**config.mk**
```make
export PLATFORM = sky130hd
export DESIGN_NAME = probatina_example_rd_burst_gen_flat
export DESIGN_NICKNAME = d
export VERILOG_FILES = /design/src/rtl/probatina_example_rd_burst_gen_if.sv /design/src/rtl/probatina_example_rd_burst_gen.sv /design/src/flat_wrapper.sv
export SDC_FILE = /design/constraint.sdc
export NUM_CORES = 1
export LEC_CHECK = 0
export ABC_AREA = 1
export BUFFER_PORTS_ARGS = -buffer_cell sky130_fd_sc_hd__buf_2
export CAP_MARGIN = 0
export CORE_MARGIN = 2
export CORE_UTILIZATION = 25
export CTS_BUF_LIST = sky130_fd_sc_hd__clkbuf_4
export CTS_CLUSTER_SIZE = 10
export DETAILED_ROUTE_END_ITERATION = 10
export GPL_TIMING_DRIVEN = 0
export PLACE_DENSITY_LB_ADDON = 0.2
export SLEW_MARGIN = 20
export SYNTH_ARGS = -nofsm -noshare
export SYNTH_HDL_FRONTEND = slang
export SYNTH_SLANG_ARGS = --single-unit
```
**constraint.sdc**
```tcl
create_clock -name clk -period 2.9 [get_ports clk]
set_input_delay 0.435 -clock clk [delete_from_list [all_inputs] [get_ports clk]]
set_output_delay 0.435 -clock clk [all_outputs]
set_load 0.02 [all_outputs]
```
**src/rtl/probatina_example_rd_burst_gen_if.sv**
```systemverilog
// AXI4 read-address channel plus the R-channel handshake bits watched by the burst generator.
interface probatina_example_rd_burst_gen_if #(
  parameter int C_ADDR_WIDTH = 64
);
  logic                    arvalid;
  logic                    arready;
  logic [C_ADDR_WIDTH-1:0] araddr;
  logic [7:0]              arlen;
  logic                    rvalid;
  logic                    rready;
  logic                    rlast;

  modport master (
    output arvalid, araddr, arlen,
    input  arready, rvalid, rready, rlast
  );

  modport slave (
    input  arvalid, araddr, arlen,
    output arready, rvalid, rready, rlast
  );
endinterface

```
**src/rtl/probatina_example_rd_burst_gen.sv**
```systemverilog
// Splits one kernel read request into fixed-size AXI4 AR bursts, throttled by an outstanding-burst limit.
// Optional macro PROBATINA_RD_STALL_CNT_EN adds the stall_cycles counter output.
module probatina_example_rd_burst_gen #(
  parameter int C_ADDR_WIDTH      = 64,
  parameter int C_DATA_WIDTH      = 512,
  parameter int C_XFER_SIZE_WIDTH = 32,
  parameter int C_BURST_LEN       = 64,
  parameter int C_MAX_OUTSTANDING = 16
) (
  input  logic                                   clk,
  input  logic                                   rst,
  input  logic                                   ctrl_start,
  input  logic [C_ADDR_WIDTH-1:0]                ctrl_addr_offset,
  input  logic [C_XFER_SIZE_WIDTH-1:0]           ctrl_xfer_size_in_beats,
  output logic                                   ctrl_busy,
  output logic                                   ctrl_done,
  output logic [$clog2(C_MAX_OUTSTANDING+1)-1:0] outstanding,
`ifdef PROBATINA_RD_STALL_CNT_EN
  output logic [31:0]                            stall_cycles,
`endif
  probatina_example_rd_burst_gen_if.master       m_axi
);

  localparam int OUT_W   = $clog2(C_MAX_OUTSTANDING + 1);
  localparam int XW      = C_XFER_SIZE_WIDTH;
  localparam int LOG2_BL = $clog2(C_BURST_LEN);
  localparam logic [OUT_W-1:0]        MAX_OUT     = OUT_W'(C_MAX_OUTSTANDING);
  localparam logic [XW-1:0]           REM_MASK    = XW'(C_BURST_LEN - 1);
  localparam logic [8:0]              FULL_LEN    = 9'(C_BURST_LEN);
  localparam logic [C_ADDR_WIDTH-1:0] BURST_BYTES = C_ADDR_WIDTH'(C_BURST_LEN * (C_DATA_WIDTH / 8));

  typedef enum logic [2:0] {IDLE, SETUP, ISSUE, DRAIN, DONE} state_t;

  state_t                  state;
  logic [C_ADDR_WIDTH-1:0] base_q;
  logic [XW-1:0]           size_q;
  logic [XW-1:0]           bursts_left;
  logic [8:0]              last_len_q;

  logic                    ar_hs;
  logic                    r_cpl;
  logic [OUT_W-1:0]        outstanding_nxt;
  logic                    arvalid_nxt;
  logic [XW-1:0]           size_rem;
  logic [XW-1:0]           num_bursts;
  logic [8:0]              last_len;

  assign ar_hs = m_axi.arvalid & m_axi.arready;
  // A last beat with nothing outstanding is a protocol error and is dropped.
  assign r_cpl = m_axi.rvalid & m_axi.rready & m_axi.rlast & (outstanding != '0);

  always_comb begin
    // NOTE: default assignment first so every path drives the signal and no latch is inferred.
    outstanding_nxt = outstanding;
    if (ar_hs && !r_cpl)
      outstanding_nxt = outstanding + 1'b1;
    else if (!ar_hs && r_cpl)
      outstanding_nxt = outstanding - 1'b1;
  end

  // Issue decisions look at next-cycle occupancy so a freed slot is reused immediately.
  assign arvalid_nxt = (outstanding_nxt < MAX_OUT);
  assign size_rem    = size_q & REM_MASK;
  assign num_bursts  = (size_q >> LOG2_BL) + XW'(size_rem != '0);
  assign last_len    = (size_rem == '0) ? FULL_LEN : 9'(size_rem);

  function automatic logic [7:0] burst_arlen(input logic [XW-1:0] left, input logic [8:0] len_last);
    return (left == XW'(1)) ? 8'(len_last - 9'd1) : 8'(C_BURST_LEN - 1);
  endfunction

  always_ff @(posedge clk) begin
    // NOTE: sequential state uses non-blocking assignments so all registers update from pre-edge values.
    if (rst) begin
      state         <= IDLE;
      ctrl_busy     <= 1'b0;
      ctrl_done     <= 1'b0;
      m_axi.arvalid <= 1'b0;
      m_axi.araddr  <= '0;
      m_axi.arlen   <= '0;
      outstanding   <= '0;
      base_q        <= '0;
      size_q        <= '0;
      bursts_left   <= '0;
      last_len_q    <= '0;
    end else begin
      outstanding <= outstanding_nxt;
      case (state)
        IDLE: begin
          if (ctrl_start) begin
            base_q    <= ctrl_addr_offset;
            size_q    <= ctrl_xfer_size_in_beats;
            ctrl_busy <= 1'b1;
            state     <= SETUP;
          end
        end
        SETUP: begin
          bursts_left <= num_bursts;
          last_len_q  <= last_len;
          if (size_q == '0) begin
            ctrl_busy <= 1'b0;
            ctrl_done <= 1'b1;
            state     <= DONE;
          end else begin
            m_axi.araddr  <= base_q;
            m_axi.arlen   <= burst_arlen(num_bursts, last_len);
            m_axi.arvalid <= arvalid_nxt;
            state         <= ISSUE;
          end
        end
        ISSUE: begin
          if (ar_hs) begin
            bursts_left  <= bursts_left - 1'b1;
            m_axi.araddr <= m_axi.araddr + BURST_BYTES;
            if (bursts_left == XW'(1)) begin
              m_axi.arvalid <= 1'b0;
              state         <= DRAIN;
            end else begin
              m_axi.arlen   <= burst_arlen(bursts_left - 1'b1, last_len_q);
              m_axi.arvalid <= arvalid_nxt;
            end
          end else if (!m_axi.arvalid) begin
            m_axi.arvalid <= arvalid_nxt;
          end
        end
        DRAIN: begin
          if (outstanding == '0) begin
            ctrl_busy <= 1'b0;
            ctrl_done <= 1'b1;
            state     <= DONE;
          end
        end
        DONE: begin
          ctrl_done <= 1'b0;
          state     <= IDLE;
        end
        default: state <= IDLE;
      endcase
    end
  end

`ifdef PROBATINA_RD_STALL_CNT_EN
  // Counts AR backpressure cycles plus issue cycles held off by the outstanding limit.
  always_ff @(posedge clk) begin
    if (rst)
      stall_cycles <= '0;
    else if (state == IDLE && ctrl_start)
      stall_cycles <= '0;
    else if (stall_cycles != '1 &&
             ((m_axi.arvalid && !m_axi.arready) ||
              (state == ISSUE && !m_axi.arvalid && outstanding >= MAX_OUT)))
      stall_cycles <= stall_cycles + 1'b1;
  end
`endif

endmodule
```
**src/flat_wrapper.sv**
```systemverilog
// flat-port wrapper written by rule: the top's interface ports become plain ports
module probatina_example_rd_burst_gen_flat 
#(
  parameter int C_ADDR_WIDTH      = 64,
  parameter int C_DATA_WIDTH      = 512,
  parameter int C_XFER_SIZE_WIDTH = 32,
  parameter int C_BURST_LEN       = 64,
  parameter int C_MAX_OUTSTANDING = 16
)
  (clk, rst, ctrl_start, ctrl_addr_offset, ctrl_xfer_size_in_beats, ctrl_busy, ctrl_done, outstanding, m_axi_arvalid, m_axi_araddr, m_axi_arlen, m_axi_arready, m_axi_rvalid, m_axi_rready, m_axi_rlast);
  probatina_example_rd_burst_gen_if #(.C_ADDR_WIDTH(C_ADDR_WIDTH)) m_axi_i ();
  input  logic clk;
  input  logic rst;
  input  logic ctrl_start;
  input  logic [C_ADDR_WIDTH-1:0] ctrl_addr_offset;
  input  logic [C_XFER_SIZE_WIDTH-1:0] ctrl_xfer_size_in_beats;
  output logic ctrl_busy;
  output logic ctrl_done;
  output logic [$clog2(C_MAX_OUTSTANDING+1)-1:0] outstanding;
  output wire logic [$bits(m_axi_i.arvalid)-1:0] m_axi_arvalid;
  output wire logic [$bits(m_axi_i.araddr)-1:0] m_axi_araddr;
  output wire logic [$bits(m_axi_i.arlen)-1:0] m_axi_arlen;
  input wire logic [$bits(m_axi_i.arready)-1:0] m_axi_arready;
  input wire logic [$bits(m_axi_i.rvalid)-1:0] m_axi_rvalid;
  input wire logic [$bits(m_axi_i.rready)-1:0] m_axi_rready;
  input wire logic [$bits(m_axi_i.rlast)-1:0] m_axi_rlast;
  assign m_axi_arvalid = m_axi_i.arvalid;
  assign m_axi_araddr = m_axi_i.araddr;
  assign m_axi_arlen = m_axi_i.arlen;
  assign m_axi_i.arready = m_axi_arready;
  assign m_axi_i.rvalid = m_axi_rvalid;
  assign m_axi_i.rready = m_axi_rready;
  assign m_axi_i.rlast = m_axi_rlast;
  probatina_example_rd_burst_gen #(.C_ADDR_WIDTH(C_ADDR_WIDTH), .C_DATA_WIDTH(C_DATA_WIDTH), .C_XFER_SIZE_WIDTH(C_XFER_SIZE_WIDTH), .C_BURST_LEN(C_BURST_LEN), .C_MAX_OUTSTANDING(C_MAX_OUTSTANDING)) u_core (.clk(clk), .rst(rst), .ctrl_start(ctrl_start), .ctrl_addr_offset(ctrl_addr_offset), .ctrl_xfer_size_in_beats(ctrl_xfer_size_in_beats), .ctrl_busy(ctrl_busy), .ctrl_done(ctrl_done), .outstanding(outstanding), .m_axi(m_axi_i));
endmodule
```
# == After elaboration in Yosys (flattened, before gate mapping) ==
# Cells that the tools add are included.
# W data, S select, Z words.
# totals
ff_bits,218
latchBits,0
n_memories,0
wordCells,90
ram_bits,0
output_inout_bits,80
input_bits,103
romBits,0
# op_classes
div_mod_pow,0
n_shift,0
eq_ne,14
muxes,32
add_sub_neg,7
mul,0
n_reduce_logical,21
bitwise,4
n_lt_le_gt_ge,1
# op_table
op,count
$mux W64,2
$pmux W64 S2,1
$eq A32 B1 Y1 const B,3
$add A64 B13 Y64 const B,1
$logic_not A32 Y1,2
$pmux W32 S2,1
$mux W8,5
$mux W32,1
$reduce_bool A32 Y1,1
$sub A32 B1 Y32 const B,1
$add A26 B1 Y27,1
$pmux W8 S2,1
$sub A7 B1 Y8 const B,2
$mux W3,5
$pmux W3 S4,1
$reduce_and A4 Y1,3
$mux W5,2
$mux W1,9
$ne A2 B1 Y1 const B,4
$mux W7,1
$eq A3 B2 Y1 const B,2
$ne A2 B2 Y1 const B,3
$pmux W1 S3,2
$reduce_and A2 Y1,3
other kinds (15),22

# == Logic depth before layout (Yosys ltp) ==
# logic_depth
depth_word,10
ltp_mapped,21
mapped_depth_nobuf,21

# == Least setup slack after synthesis ==
# Ideal clock, no wire load.
# synth_timing
path_type,reg-to-reg
start,register u_core.size_q[0]
end,register u_core.m_axi.arlen[0]
slack_ns,0.379
n_path_buf,0
stages_incl_launch_ff,20
setup_time_ns,0.119
period_less_slack_ns,2.521
arrival_time_ns,2.402
required_time_ns,2.781
cell_sequence,dfxtp_1 > inv_1 > ha_1 > nand2_1 > nor2_1 > nand2_1 > ha_1 > ha_1 > nand2_1 > nor2_4 > nand2_2 > nor2_4 > nand2_1 > xor2_1 > nor2_1 > nand2_1 > nor2_4 > nand4_1 > nand2_1 > a21oi_1
# synth_via
elab_chain_len,6
elab_cells_between_ends,12
cone_classes,add/sub (2); eq/ne (2); mux (4); reduce/logical (4)
# synth_lines
item,line,source
"start, declared",probatina_example_rd_burst_gen.sv:36,logic [XW-1:0] size_q;
"start signal, assigned",probatina_example_rd_burst_gen.sv:91,size_q <= ctrl_xfer_size_in_beats;
$reduce_bool A32 Y1 or $logic_not A32 Y1 (tied branches),"probatina_example_rd_burst_gen.sv:64, probatina_example_rd_burst_gen.sv:65",
$add A26 B1 Y27 or $mux W7 (tied branches),"probatina_example_rd_burst_gen.sv:64, probatina_example_rd_burst_gen.sv:65",
$eq A32 B1 Y1 or $sub A7 B1 Y8 (tied branches),probatina_example_rd_burst_gen.sv:68,return (left == XW'(1)) ? 8'(len_last - 9'd1) : 8'(C_BURST_LEN - 1);
$mux W8,probatina_example_rd_burst_gen.sv:68,
$mux W8,probatina_example_rd_burst_gen.sv:99,if (size_q == '0) begin
$pmux W8 S2,probatina_example_rd_burst_gen.sv:87,case (state)
"end signal, assigned",probatina_example_rd_burst_gen.sv:105,"m_axi.arlen <= burst_arlen(num_bursts, last_len);"
"end signal, assigned",probatina_example_rd_burst_gen.sv:118,"m_axi.arlen <= burst_arlen(bursts_left - 1'b1, last_len_q);"
"end, declared",probatina_example_rd_burst_gen_if.sv:14,"output arvalid, araddr, arlen,"
# Parallel ways exist; a longest one is shown, timed or not. The select of a mux whose other input is x is not followed.
# A chain may end at the register's enable or synchronous reset.

# == Worst setup path after layout ==
# layout_timing
start,register u_core.size_q[28]
end,register u_core.m_axi.arlen[6]
# layout_via
elab_chain_len,5
elab_cells_between_ends,8
cone_classes,add/sub (1); eq/ne (2); mux (3); reduce/logical (2)
# layout_lines
item,line,source
$add A26 B1 Y27,probatina_example_rd_burst_gen.sv:64,assign num_bursts = (size_q >> LOG2_BL) + XW'(size_rem != '0);
$eq A32 B1 Y1,probatina_example_rd_burst_gen.sv:68,
$mux W8,probatina_example_rd_burst_gen.sv:68,
$mux W8,probatina_example_rd_burst_gen.sv:99,
$pmux W8 S2,probatina_example_rd_burst_gen.sv:87,
# Parallel ways exist; a longest one is shown, timed or not. The select of a mux whose other input is x is not followed.

==> key figures <==
Outcome
  • Outcome: finished clean

Layout
  • Area grow syn2layout: 29.5%
  • Nets: 2409
  • Commonest non-fill, non-tap cells in the layout: 370 x nand2_1, 265 x inv_1, 216 x dfxtp_1
  • Fin cells: 3015
  • Layout cells sized above 1: 0.165
  • Commonest non-fill, non-tap cell in the layout: nand2_1

Power and ir drop
  • Clk pwr share: 0.178
  • Switching Share: 0.518
  • Gate power share: 0.524
  • Peak supply drop: 426 uV
  • P_int: 8.33 mW
  • Switching power: 8.94 mW
  • Leak pwr: 6.83 nW
  • Pwr dens: 1070 mW/mm^2
  • Sequential Power Share: 0.298
  • Power, Total: 17.3 mW

Logic synthesis
  • Synth top area cells: dfxtp_1 35%, nand2_1 11%, a21oi_1 8.6%
  • Synth Instances: 1940
  • Syn_area_per_cell: 6.45 sq um
  • Post-synth top area cell: dfxtp_1
  • Post-synth EDFFs: 0
  • Register area share after synthesis: 0.349
  • Synth Register Bits: 218
  • Mapped Area: 0.0125 sq mm
  • Predominant post-synthesis flop cell: dfxtp_1
  • Syn Nets: 2055
  • Synth Warn #: 0
  • Top-area cell type share of the netlist area: 0.349
  • Count of cell types in the netlist: 45
  • Ys async rst share: 0

Route
  • Vias: 14400
  • TritonRoute pass-1 iters: 5
  • 1st-iter DRT viols: 887
  • DRC viols: 0
  • Vias per std cell: 4.79
  • Routed Antenna Nets: 0
  • Routed WL: 55.2 mm
  • Post-DR wirelength/cell: 18.3 um

Timing
  • Slew Viols, Final: 0
  • Least-Margin Pin Slew: 1.16 ns
  • Minimum clock period: 2.78 ns
  • Setup Skew: 0.0684 ns
  • Final Cycle Share: 0.958
  • Unrepaired setup endpoints after global routing: true
  • Fmax: 360 MHz
  • Final hold vios: 0
  • Final setup fails: 0
  • Max-slew headroom: 0.227

Floorplan
  • I/O Pins: 183
  • Full die area: 0.0519 sq mm
  • Die Width: 228 um
  • Initial Util: 0.252
  • Core region area: 0.0498 sq mm
  • Core Rows: 82
  • Die H: 228 um

Critical path
  • Worst r2r src: u_core.size_q[28]$_SDFFE_PP0P_
  • Worst Path Max Fanout: 10
  • Register-to-Register Setup Slack: 0.12 ns
  • CP Capture Type: flip-flop
  • R2R cell count: 9
  • Required @ worst endpoint: 3.53 ns
  • CP Launch Type: flip-flop
  • Reg-to-reg endpoint: u_core.m_axi.arlen[6]$_SDFFE_PP0P_
  • CP arrival: 3.41 ns
  • Critical path class: reg -> reg

Placed design
  • Port bufs: 182
  • DP Wirelength: 42.3 mm
  • DP Cell Count: 2794
  • RePlAce Congestion: 0.911

Hold path
  • Worst hold path stage count: 3
  • Hold WC Path Type: in -> reg
  • Worst Hold Path EP: u_core.size_q[8]$_SDFFE_PP0P_
  • Hold_sp: ctrl_xfer_size_in_beats[8]

CTS
  • Clock Root Buffer: clkbuf_4
  • Max clock buf depth: 3
  • Latest clock arrival within the worst-skew pair: 0.78 ns
  • Clock Sinks: 218
  • CTS Buf Count: 69
  • H-tree lvl count: 3
  • CTS tree: built
  • Clock-pin slew on the worst setup and hold paths: 0.08 ns

Global routing
  • Largest net degree at the start of global routing: 11
  • First-pass GRT wire length: 83.9 mm
  • Initial antenna violation count: 5
  • Vias in the first global route: 14400
  • Global route overflow: 0
  • Gr usage total: 0.209

Flow run
  • Max cap viols: 0
cell type report:
type	count	area, sq um
inverter	272	1020
tap	672	841
timing repair buffer	283	1900
clock inverter	21	96.3
clock buffer	97	728
multi-input combinational	1364	6890
fill	5561	33500
buffer	86	358
antenna	2	5.00
sequential	218	4370
critical path, stage by stage, from the launching register on:
cell	delay, ns
dfxtp_1	0.35
nor4_1	0.35
nand3_1	0.23
nor3_1	0.38
nand2_1	0.12
nand2_2	0.20
buf_1	0.67
nor2_1	0.09
nand3_1	0.17
a21oi_1	0.08
synthesized netlist by cell type (12+ instances only):
cell type  instances
nor2_1           191
o21ai_0          204
a21oi_1          214
nand2_1          378
o211ai_1          37
nor2_4            15
ha_1              12
clkbuf_1          65
nand4_1           50
nand3_1           99
inv_1            268
dfxtp_1          218
xor2_1            27
nor3_1            38
a31oi_1           15
cell families after synthesis:
group                      after synthesis  share of synthesized area
xor gates and xnor gates                33                     0.0231
buffers and inverters                  358                      0.110
DFF                                    218                      0.349
and+or+nand+nor                        826                      0.296
AOI/OAI and AO/OA                      493                      0.210
adders and majority gates               12                     0.0120
worst max path at each step:
stage | from | endpoint | slack, ns
2_1_floorplan | u_core.size_q[0]$_SDFFE_PP0P_ | u_core.m_axi.arlen[0]$_SDFFE_PP0P_ | 0.38
3_3_place_gp | u_core.size_q[0]$_SDFFE_PP0P_ | u_core.m_axi.arlen[4]$_SDFFE_PP0P_ | -0.34
3_5_place_dp | u_core.size_q[0]$_SDFFE_PP0P_ | u_core.m_axi.arlen[2]$_SDFFE_PP0P_ | -0.36
4_1_cts | u_core.size_q[0]$_SDFFE_PP0P_ | u_core.m_axi.arlen[2]$_SDFFE_PP0P_ | 0.01
5_1_grt | u_core.size_q[1]$_SDFFE_PP0P_ | u_core.m_axi.arlen[2]$_SDFFE_PP0P_ | -0.06
6_report | u_core.size_q[28]$_SDFFE_PP0P_ | u_core.m_axi.arlen[6]$_SDFFE_PP0P_ | 0.12
flip-flops by register name (all words and copies together) (netlist names), 3 cells and up:
signal,flops
u_core.last_len_q,7
u_core.base_q,64
u_core.m_axi.araddr,64
u_core.state,3
u_core.bursts_left,32
u_core.outstanding,5
u_core.m_axi.arlen,8
u_core.size_q,32
repair_timing:
action	CTS	global route
buffers inserted	4	3
endpoints found under the hold margin	94	0
cloned	0	0
setup endpoints to repair	7	18
gates resized for setup	10	26
pin swaps	10	15
hold buffers	94	0
power groups by stage:
stage	clock network, mW	logic, mW	registers, mW
2_1_floorplan	0	5.47	5.26
3_3_place_gp	0	8.69	5.16
3_5_place_dp	0	8.73	5.17
4_1_cts	3.18	8.94	5.12
5_1_grt	3.31	10.0	5.29
6_report	3.07	9.04	5.15
layer usage:
metal | GRT usage | share of wire | vias to the layer above
li1 | - | - | 7151
met1 | 0.273 | 0.46 | 6722
met2 | 0.323 | 0.44 | 452
met3 | 0.0528 | 0.068 | 114
met4 | 0.0946 | 0.035 | 4
met5 | 0 | 0.00049 | -
stage by stage:
| step | hold WS (ns) | instance area (sq um) | util | setup WS [ns] | setup TNS (ns) |
|---|---|---|---|---|---|
| CTS | 0.0107 | 16100 | 0.324 | 0.0119 | 0 |
| global route | 0.0723 | 16200 | 0.326 | -0.0557 | -0.0647 |
| finish | 0.0628 | 16200 | 0.326 | 0.123 | 0 |
| floorplan | 0.420 | 12500 | - | 0.379 | 0 |
| global placement | 0.430 | 14300 | 0.287 | -0.336 | -2.22 |
| detailed placement | 0.435 | 14300 | 0.287 | -0.363 | -2.34 |
Note: power is estimated with default switching activity, not from simulation.
